`src/rtl/ex_stage_ctrl.sv`:
```
// ex_stage_ctrl
//   Execute-stage hazard and sequencing controller.
//   - Forwarding selects for ALU operands A (exRs) and B (exRt):
//     01 = EX/MEM result, 10 = MEM/WB result, 00 = register file.
//   - Load-use hazard detection: stalls IF/ID and bubbles EX.
//   - Scheduler for the iterative mul/div unit sharing the EX slot.
//     EX is frozen while the unit runs, and one md_step strobe is
//     issued per iteration.
// Ports:
//   clk, rst_n                  clock, asynchronous active-low reset
//   idRs, idRt                  source registers of the IF/ID instruction
//   exRs, exRt                  source registers of the ID/EX instruction
//   exMemRead, exMdStart        ID/EX instruction is a load / mul-div
//   memRegWrite, memRd          EX/MEM write-back enable and destination
//   wbRegWrite, wbRd            MEM/WB write-back enable and destination
//   branchFlush                 taken branch/jump; kills younger work
//   outForwardA, outForwardB    ALU operand mux selects
//   outStallIF                  hold PC and IF/ID
//   outEnable                   EX/MEM latch enable
//   outEX_Flush                 bubble into EX/MEM
//   outMdStep, outMdDone        mul/div iteration strobe / result valid
//   outMdBusy                   mul/div iterating
module ex_stage_ctrl #(
    parameter int unsigned MD_LAT = 32,
    parameter int unsigned CNT_W  = 6
) (
    input  logic       clk,
    input  logic       rst_n,
    input  logic [4:0] idRs,
    input  logic [4:0] idRt,
    input  logic [4:0] exRs,
    input  logic [4:0] exRt,
    input  logic       exMemRead,
    input  logic       exMdStart,
    input  logic       memRegWrite,
    input  logic [4:0] memRd,
    input  logic       wbRegWrite,
    input  logic [4:0] wbRd,
    input  logic       branchFlush,
    output logic [1:0] outForwardA,
    output logic [1:0] outForwardB,
    output logic       outStallIF,
    output logic       outEnable,
    output logic       outEX_Flush,
    output logic       outMdStep,
    output logic       outMdDone,
    output logic       outMdBusy
);

    typedef enum logic [1:0] {
        IDLE = 2'd0,
        BUSY = 2'd1,
        DONE = 2'd2
    } state_t;

    localparam logic [CNT_W-1:0] CNT_LOAD = CNT_W'(MD_LAT - 1);

    state_t           state, state_nxt;
    logic [CNT_W-1:0] cnt, cnt_nxt;
    logic             lu;
    logic             start_req;

    // EX/MEM has priority over MEM/WB; register 0 never forwards.
    function automatic logic [1:0] fwd_sel(
        input logic [4:0] src,
        input logic       mem_we,
        input logic [4:0] mem_rd,
        input logic       wb_we,
        input logic [4:0] wb_rd
    );
        logic [1:0] sel;
        sel = 2'b00;
        if (mem_we && (mem_rd != 5'd0) && (mem_rd == src)) begin
            sel = 2'b01;
        end else if (wb_we && (wb_rd != 5'd0) && (wb_rd == src)) begin
            sel = 2'b10;
        end
        return sel;
    endfunction

    assign outForwardA = fwd_sel(exRs, memRegWrite, memRd, wbRegWrite, wbRd);
    assign outForwardB = fwd_sel(exRt, memRegWrite, memRd, wbRegWrite, wbRd);

    assign lu = exMemRead && (exRt != 5'd0) && ((exRt == idRs) || (exRt == idRt));

    // A load-use hazard outranks a mul/div start, so the start is
    // neither accepted nor allowed to freeze the latch in that case.
    assign start_req = exMdStart && !lu;

    always_ff @(posedge clk or negedge rst_n) begin
        if (!rst_n) begin
            state <= IDLE;
            cnt   <= '0;
        end else begin
            state <= state_nxt;
            cnt   <= cnt_nxt;
        end
    end

    always_comb begin
        state_nxt = state;
        cnt_nxt   = cnt;
        outMdStep = 1'b0;
        outMdDone = 1'b0;
        case (state)
            IDLE: begin
                if (start_req && !branchFlush) begin
                    state_nxt = BUSY;
                    cnt_nxt   = CNT_LOAD;
                end
            end
            BUSY: begin
                outMdStep = 1'b1;
                if (branchFlush) begin
                    state_nxt = IDLE;
                    cnt_nxt   = '0;
                end else if (cnt == '0) begin
                    state_nxt = DONE;
                end else begin
                    cnt_nxt = cnt - 1'b1;
                end
            end
            DONE: begin
                // Any start seen here belongs to the completing instruction.
                outMdDone = !branchFlush;
                state_nxt = IDLE;
            end
            default: begin
                state_nxt = IDLE;
                cnt_nxt   = '0;
            end
        endcase
    end

    assign outMdBusy   = (state == BUSY);
    assign outEnable   = !outMdBusy && !((state == IDLE) && start_req);
    assign outStallIF  = lu || !outEnable;
    assign outEX_Flush = branchFlush || lu;

endmodule

```
`config.mk`:
```
export PLATFORM = sky130hd
export DESIGN_NAME = ex_stage_ctrl
export DESIGN_NICKNAME = d
export VERILOG_FILES = /design/src/rtl/ex_stage_ctrl.sv
export SDC_FILE = /design/constraint.sdc
export NUM_CORES = 1
export LEC_CHECK = 0
export ABC_AREA = 1
export BUFFER_PORTS_ARGS = -buffer_cell sky130_fd_sc_hd__buf_2
export CAP_MARGIN = 25
export CORE_ASPECT_RATIO = 1.5
export CORE_UTILIZATION = 46
export DETAILED_ROUTE_END_ITERATION = 10
export GPL_TIMING_DRIVEN = 1
export PLACE_DENSITY = 0.8
export REMOVE_ABC_BUFFERS = 1
export SLEW_MARGIN = 20
export SYNTH_ARGS = -nofsm -noshare
export SYNTH_HDL_FRONTEND = slang
export SYNTH_SLANG_ARGS = --single-unit
```
`constraint.sdc`:
```
create_clock -name clk -period 2.3 [get_ports clk]
set_clock_uncertainty 0.15 [all_clocks]
set_input_delay 0.69 -clock clk [delete_from_list [all_inputs] [get_ports clk]]
set_output_delay 0.69 -clock clk [all_outputs]
set_load 0.005 [all_outputs]
```
# Yosys cells after proc, flatten, opt, wreduce, memory -nomap -nowiden
# Index checks and enable logic that the tools add are counted.
# op_classes
add_sub_neg	1
n_mul	0
div_mod_pow	0
order_cmp	0
n_eq_ne	11
n_shift	0
n_mux	14
n_bitwise	1
n_reduce_logical	27
# ops
op	count
== test 5 bit	6
2-to-1 mux 6 bit	3
one-hot mux 6 bit (3 select lines)	1
nonzero test 5 bit	3
2-to-1 mux 2 bit	7
logical AND 1 bit	12
zero test 6 bit	1
subtractor 6 x 1 -> 6 bit (second input constant)	1
zero test 1 bit	5
one-hot mux 2 bit (2 select lines)	1
logical OR 1 bit	3
inequality test 3 x 2 -> 1 bit (second input constant)	1
inequality test 3 bit (second input constant)	1
AND reduction 3 bit	1
== test 2 x 1 -> 1 bit (second input constant)	1
== test 2 bit (second input constant)	1
zero test 2 bit	1
2-to-1 mux 1 bit	2
inequality test 2 bit (second input constant)	1
AND reduction 2 bit	1
NOT 1 bit	1
# word_totals
reg_bits	8
latchBits	0
ram_bits	0
mem_bits_ro	0
input_bits	37
output_inout_bits	10
elab_cells	56
memories	0

# Logic depth before layout (Yosys ltp)
# logic_depth
depth_word	10
ltp_mapped	13
ltp_nobuf	12

# Worst setup path after synthesis
# No wires, ideal clock.
# synth_timing
path_type	input port to output port
start	input exRt[0]
end	output outStallIF
arrival_time_ps	1554
t_required_ps	1460
path_slack_ps	-94
path_stages	10
path_buffers	1
cell_sequence	buf_2 inv_2 nand2_1 nand2_1 nor2_1 nand3_1 nand2_1 nand2_2 a31oi_1 nand2_1
# synth_via
elab_chain_cells	10
word_cells_on_any_way	13
cone_classes	eq/ne (2); reduce/logical (11)
# synth_lines
item	line_no	source
from (decl)	32	input logic [4:0] exRt,
== test 5 bit / nonzero test 5 bit (equally long branches)	84	assign lu = exMemRead && (exRt != 5'd0) && ((exRt == idRs) || (exRt == idRt));
logical OR 1 bit / logical AND 1 bit (equally long branches)	84	
logical AND 1 bit *	84	
zero test 1 bit *	88	assign start_req = exMdStart && !lu;
logical AND 1 bit *	88	
logical AND 1 bit *	136	assign outEnable = !outMdBusy && !((state == IDLE) && start_req);
zero test 1 bit *	136	
logical AND 1 bit *	136	
named net outEnable	43	output logic outEnable,
zero test 1 bit *	137	assign outStallIF = lu || !outEnable;
logical OR 1 bit *	137	
to (decl)	42	output logic outStallIF,
# The timed path passes the listed nets; every way through them passes the cells marked *.

# Worst setup path in the final report
# layout_timing
start	input idRt[2]
end	output outStallIF
# layout_via
elab_chain_cells	10
# layout_lines
item	line_no	source
from (decl)	30	input logic [4:0] idRt,
== test 5 bit *	84	
logical OR 1 bit *	84	
logical AND 1 bit *	84	
zero test 1 bit	88	
logical AND 1 bit	88	
logical AND 1 bit	136	
zero test 1 bit	136	
logical AND 1 bit	136	
zero test 1 bit	137	
logical OR 1 bit *	137	
# Every way passes the cells marked *; elsewhere a longest branch is shown, timed or not.

==> impl_results.md <==
- Commonest cells after routing, fill and taps aside: nand2_1, buf_2, inv_1
- Drt wl/cell: 15.04 um
- Worst-path clk slew: 0.06 ns
- Flop2flop setup slack: 0.57 ns
- Ys flop type: dfrtp_1
- WL final: 3.639 mm
- Number of port buffers: 46
- Placed cells: 234
- Final setup fails: 7
- CTS Buf Count: 3
- Initial DRC count: 27
- Post-layout min period: 2.506 ns
- Worst-Skew Late Latency: 0.27 ns
- Status: finished, violations left
- Worst r2r src: cnt[0]
- Die Height: 59.38 um
- Combinational share of power: 0.541
- # DRC: 0
- Delay-heaviest family, CP: simple AND/OR/NAND/NOR gates
- Filler instances: 120
- HPWL Detailed: 2.105 mm
- Worst path depth: 11
- DRT antenna net count: 0
- TritonCTS clock tree: yes
- Max-slew violations: 0
- Die footprint: 2390 um^2
- Worst hold path type: in -> async
- Net switching power: 0.2822 mW
- Static Leak: 0.9075 nW
- Largest net degree at the start of global routing: 9
- Final Non-Filler Cells: 242
- Multi-input logic area: 860.8 um^2
- Max Buffers Root-to-Sink: 2
- Layout cells sized above 1: 0.4682
- CTS Sinks: 8
- Routability Congestion: 0.8317
- Via density: 5.421
- Post-synth cell types: 24
- Hold slack: 0.1056 ns
- Vias in the first global route: 1171
- Flop pwr share: 0.293
- Antenna violations before repair: 0
- Total power: 0.6943 mW
- Avg Inst Size Synth: 6.391 um^2
- Seq cells post-synth: 8
- H-tree Lvls: 1
- Cell Pwr Density: 413.5 nW/um^2
- Yosys warning count: 0
- Initial Util: 0.4921
- Clk pwr share: 0.166
- Required time of the critical path: 1.46 ns
- Final Util: 0.8183
- Post-synthesis cell area: 1010 um^2
- Final net count: 260
- Area Growth Syn to Fin: 66.29%
- Sequential-to-total area share from yosys stat: 0.1983
- Critical path class: in -> out
- Cells after synthesis: 158
- Number of synthesized flops with an enable pin: 0
- Total number of vias: 1312
- Pint: 0.4121 mW
- GR Util All Layers: 0.2764
- Period utilization: 1.090
- Failing checks: negative setup slack
- First-pass GRT wire length: 4.616 mm
- Switch share: 0.4065
- Number of placement rows: 20
- Grt ovf: 0
- Crit-path slowest cell: a31oi_4
- Startpoint type of the worst setup path: input pin
- Most used cell, CP: nand2_1
- Least-Margin Pin Slew: 0.3490 ns
- Drt pass-1 iters: 4
- Slew margin rel.: 0.7665
- Peak VDD IR: 0.0002776 V
- I/O pin cnt: 47
- Die span in x: 40.26 um
- Worst path bufs/invs: 3
- Final hold viol count: 0
- Root Buffer: clkbuf_4
- RSZ-0062 raised after global routing: true
- Worst EP arrival: 1.67 ns
- Worst R2R Path Depth: 10
- Ys async rst share: 1.000
- Antenna cells: 0
- Worst-path fanout max: 2
- Max incr delay on CP: 0.16 ns
- Final WS setup: -0.2059 ns
- Cells along the critical path: buf_2 -> inv_1 -> nand2_1 -> nand2_1 -> nor2_1 -> nand3_1 -> nand2_1 -> nand2_2 -> a31oi_4 -> nand2_1 -> buf_2
- CORE AREA: 2052 um^2
- Max-Cap Viols: 0
- Worst R2R End: cnt[5]
- Worst setup EP type: primary output
- Most common cell after layout, fill and taps aside: nand2_1
- FF/Latch Area: 200.2 um^2
- Max Clk Rate: 399.1 MHz
## cell usage after synthesis, types with 2 or more instances
cell	instances	area share
o41ai_1	2	0.017
nor2_1	14	0.052
nand3_1	10	0.050
nand4_1	4	0.025
dfrtp_1	8	0.20
o21ai_0	3	0.015
inv_2	4	0.015
nor3_1	6	0.030
or2_2	3	0.019
inv_1	19	0.071
buf_2	2	0.0099
xnor2_1	15	0.13
xor2_1	10	0.087
nand2_1	47	0.17
nand2_4	2	0.022
## flip-flops by register name, indices dropped and copies added, names as in the netlist
name,cells
state,2
cnt,6
## power groups by stage
| stage | combinational (mW) | clock (mW) | sequential [mW] |
|---|---|---|---|
| 5_1_grt | 0.407 | 0.121 | 0.210 |
| 4_1_cts | 0.329 | 0.113 | 0.204 |
| 2_1_floorplan | 0.187 | 0 | 0.199 |
| 6_report | 0.375 | 0.115 | 0.204 |
| 3_5_place_dp | 0.294 | 0 | 0.206 |
| 3_3_place_gp | 0.286 | 0 | 0.205 |
## per-stage QoR
| stage | setup TNS (ns) | setup WS [ns] | instance area, um^2 |
|---|---|---|---|
| floorplan | -0.1043 | -0.05967 | 992.2 |
| global placement | -1.351 | -0.2690 | 1333 |
| detailed placement | -1.492 | -0.2738 | 1333 |
| CTS | -0.9574 | -0.1841 | 1525 |
| global route | -1.568 | -0.2711 | 1679 |
| finish | -1.149 | -0.2059 | 1679 |
## logic make-up (layout without fill, tap and decap cells)
kind of cell	Yosys count	count (layout)	synth area share
xor+xnor	25	25	0.2169
simple gates	90	90	0.4077
buf+inv	26	88	0.1029
flops	8	8	0.1983
compound gates	8	8	0.06197
fa+ha+maj	1	1	0.01239
## layout make-up
cell class              instances  area share
inverters                      23     0.06185
well taps                      22     0.01639
clock buffers                   3     0.01341
multi-input cells             124      0.5127
repair buffers                 62      0.2765
flip-flops and latches          8      0.1192
## what timing repair did
action / in CTS / in global routing
pin swaps: 18 / 22
resized for setup: 36 / 29
hold buffers: 0 / 0
endpoints found under the setup margin: 7 / 7
setup buffers: 3 / 2
## per-layer routing
metal,GRT usage,up-vias,share of wire
met4,0.1810,0,0.054
met1,0.3030,606,0.37
met2,0.4770,62,0.53
met5,0,-,0
li1,-,625,-
met3,0.01880,19,0.047
## worst max path at each step
stage / slack (ns) / from / endpoint
2_1_floorplan: -0.06 / memRd[0] / outForwardB[1]
3_3_place_gp: -0.27 / memRd[0] / outForwardB[1]
3_5_place_dp: -0.27 / memRd[0] / outForwardB[1]
4_1_cts: -0.18 / memRd[0] / outForwardA[1]
5_1_grt: -0.27 / exRs[2] / outForwardA[1]
6_report: -0.21 / idRt[2] / outStallIF
Power figures use the tool's default switching activity.
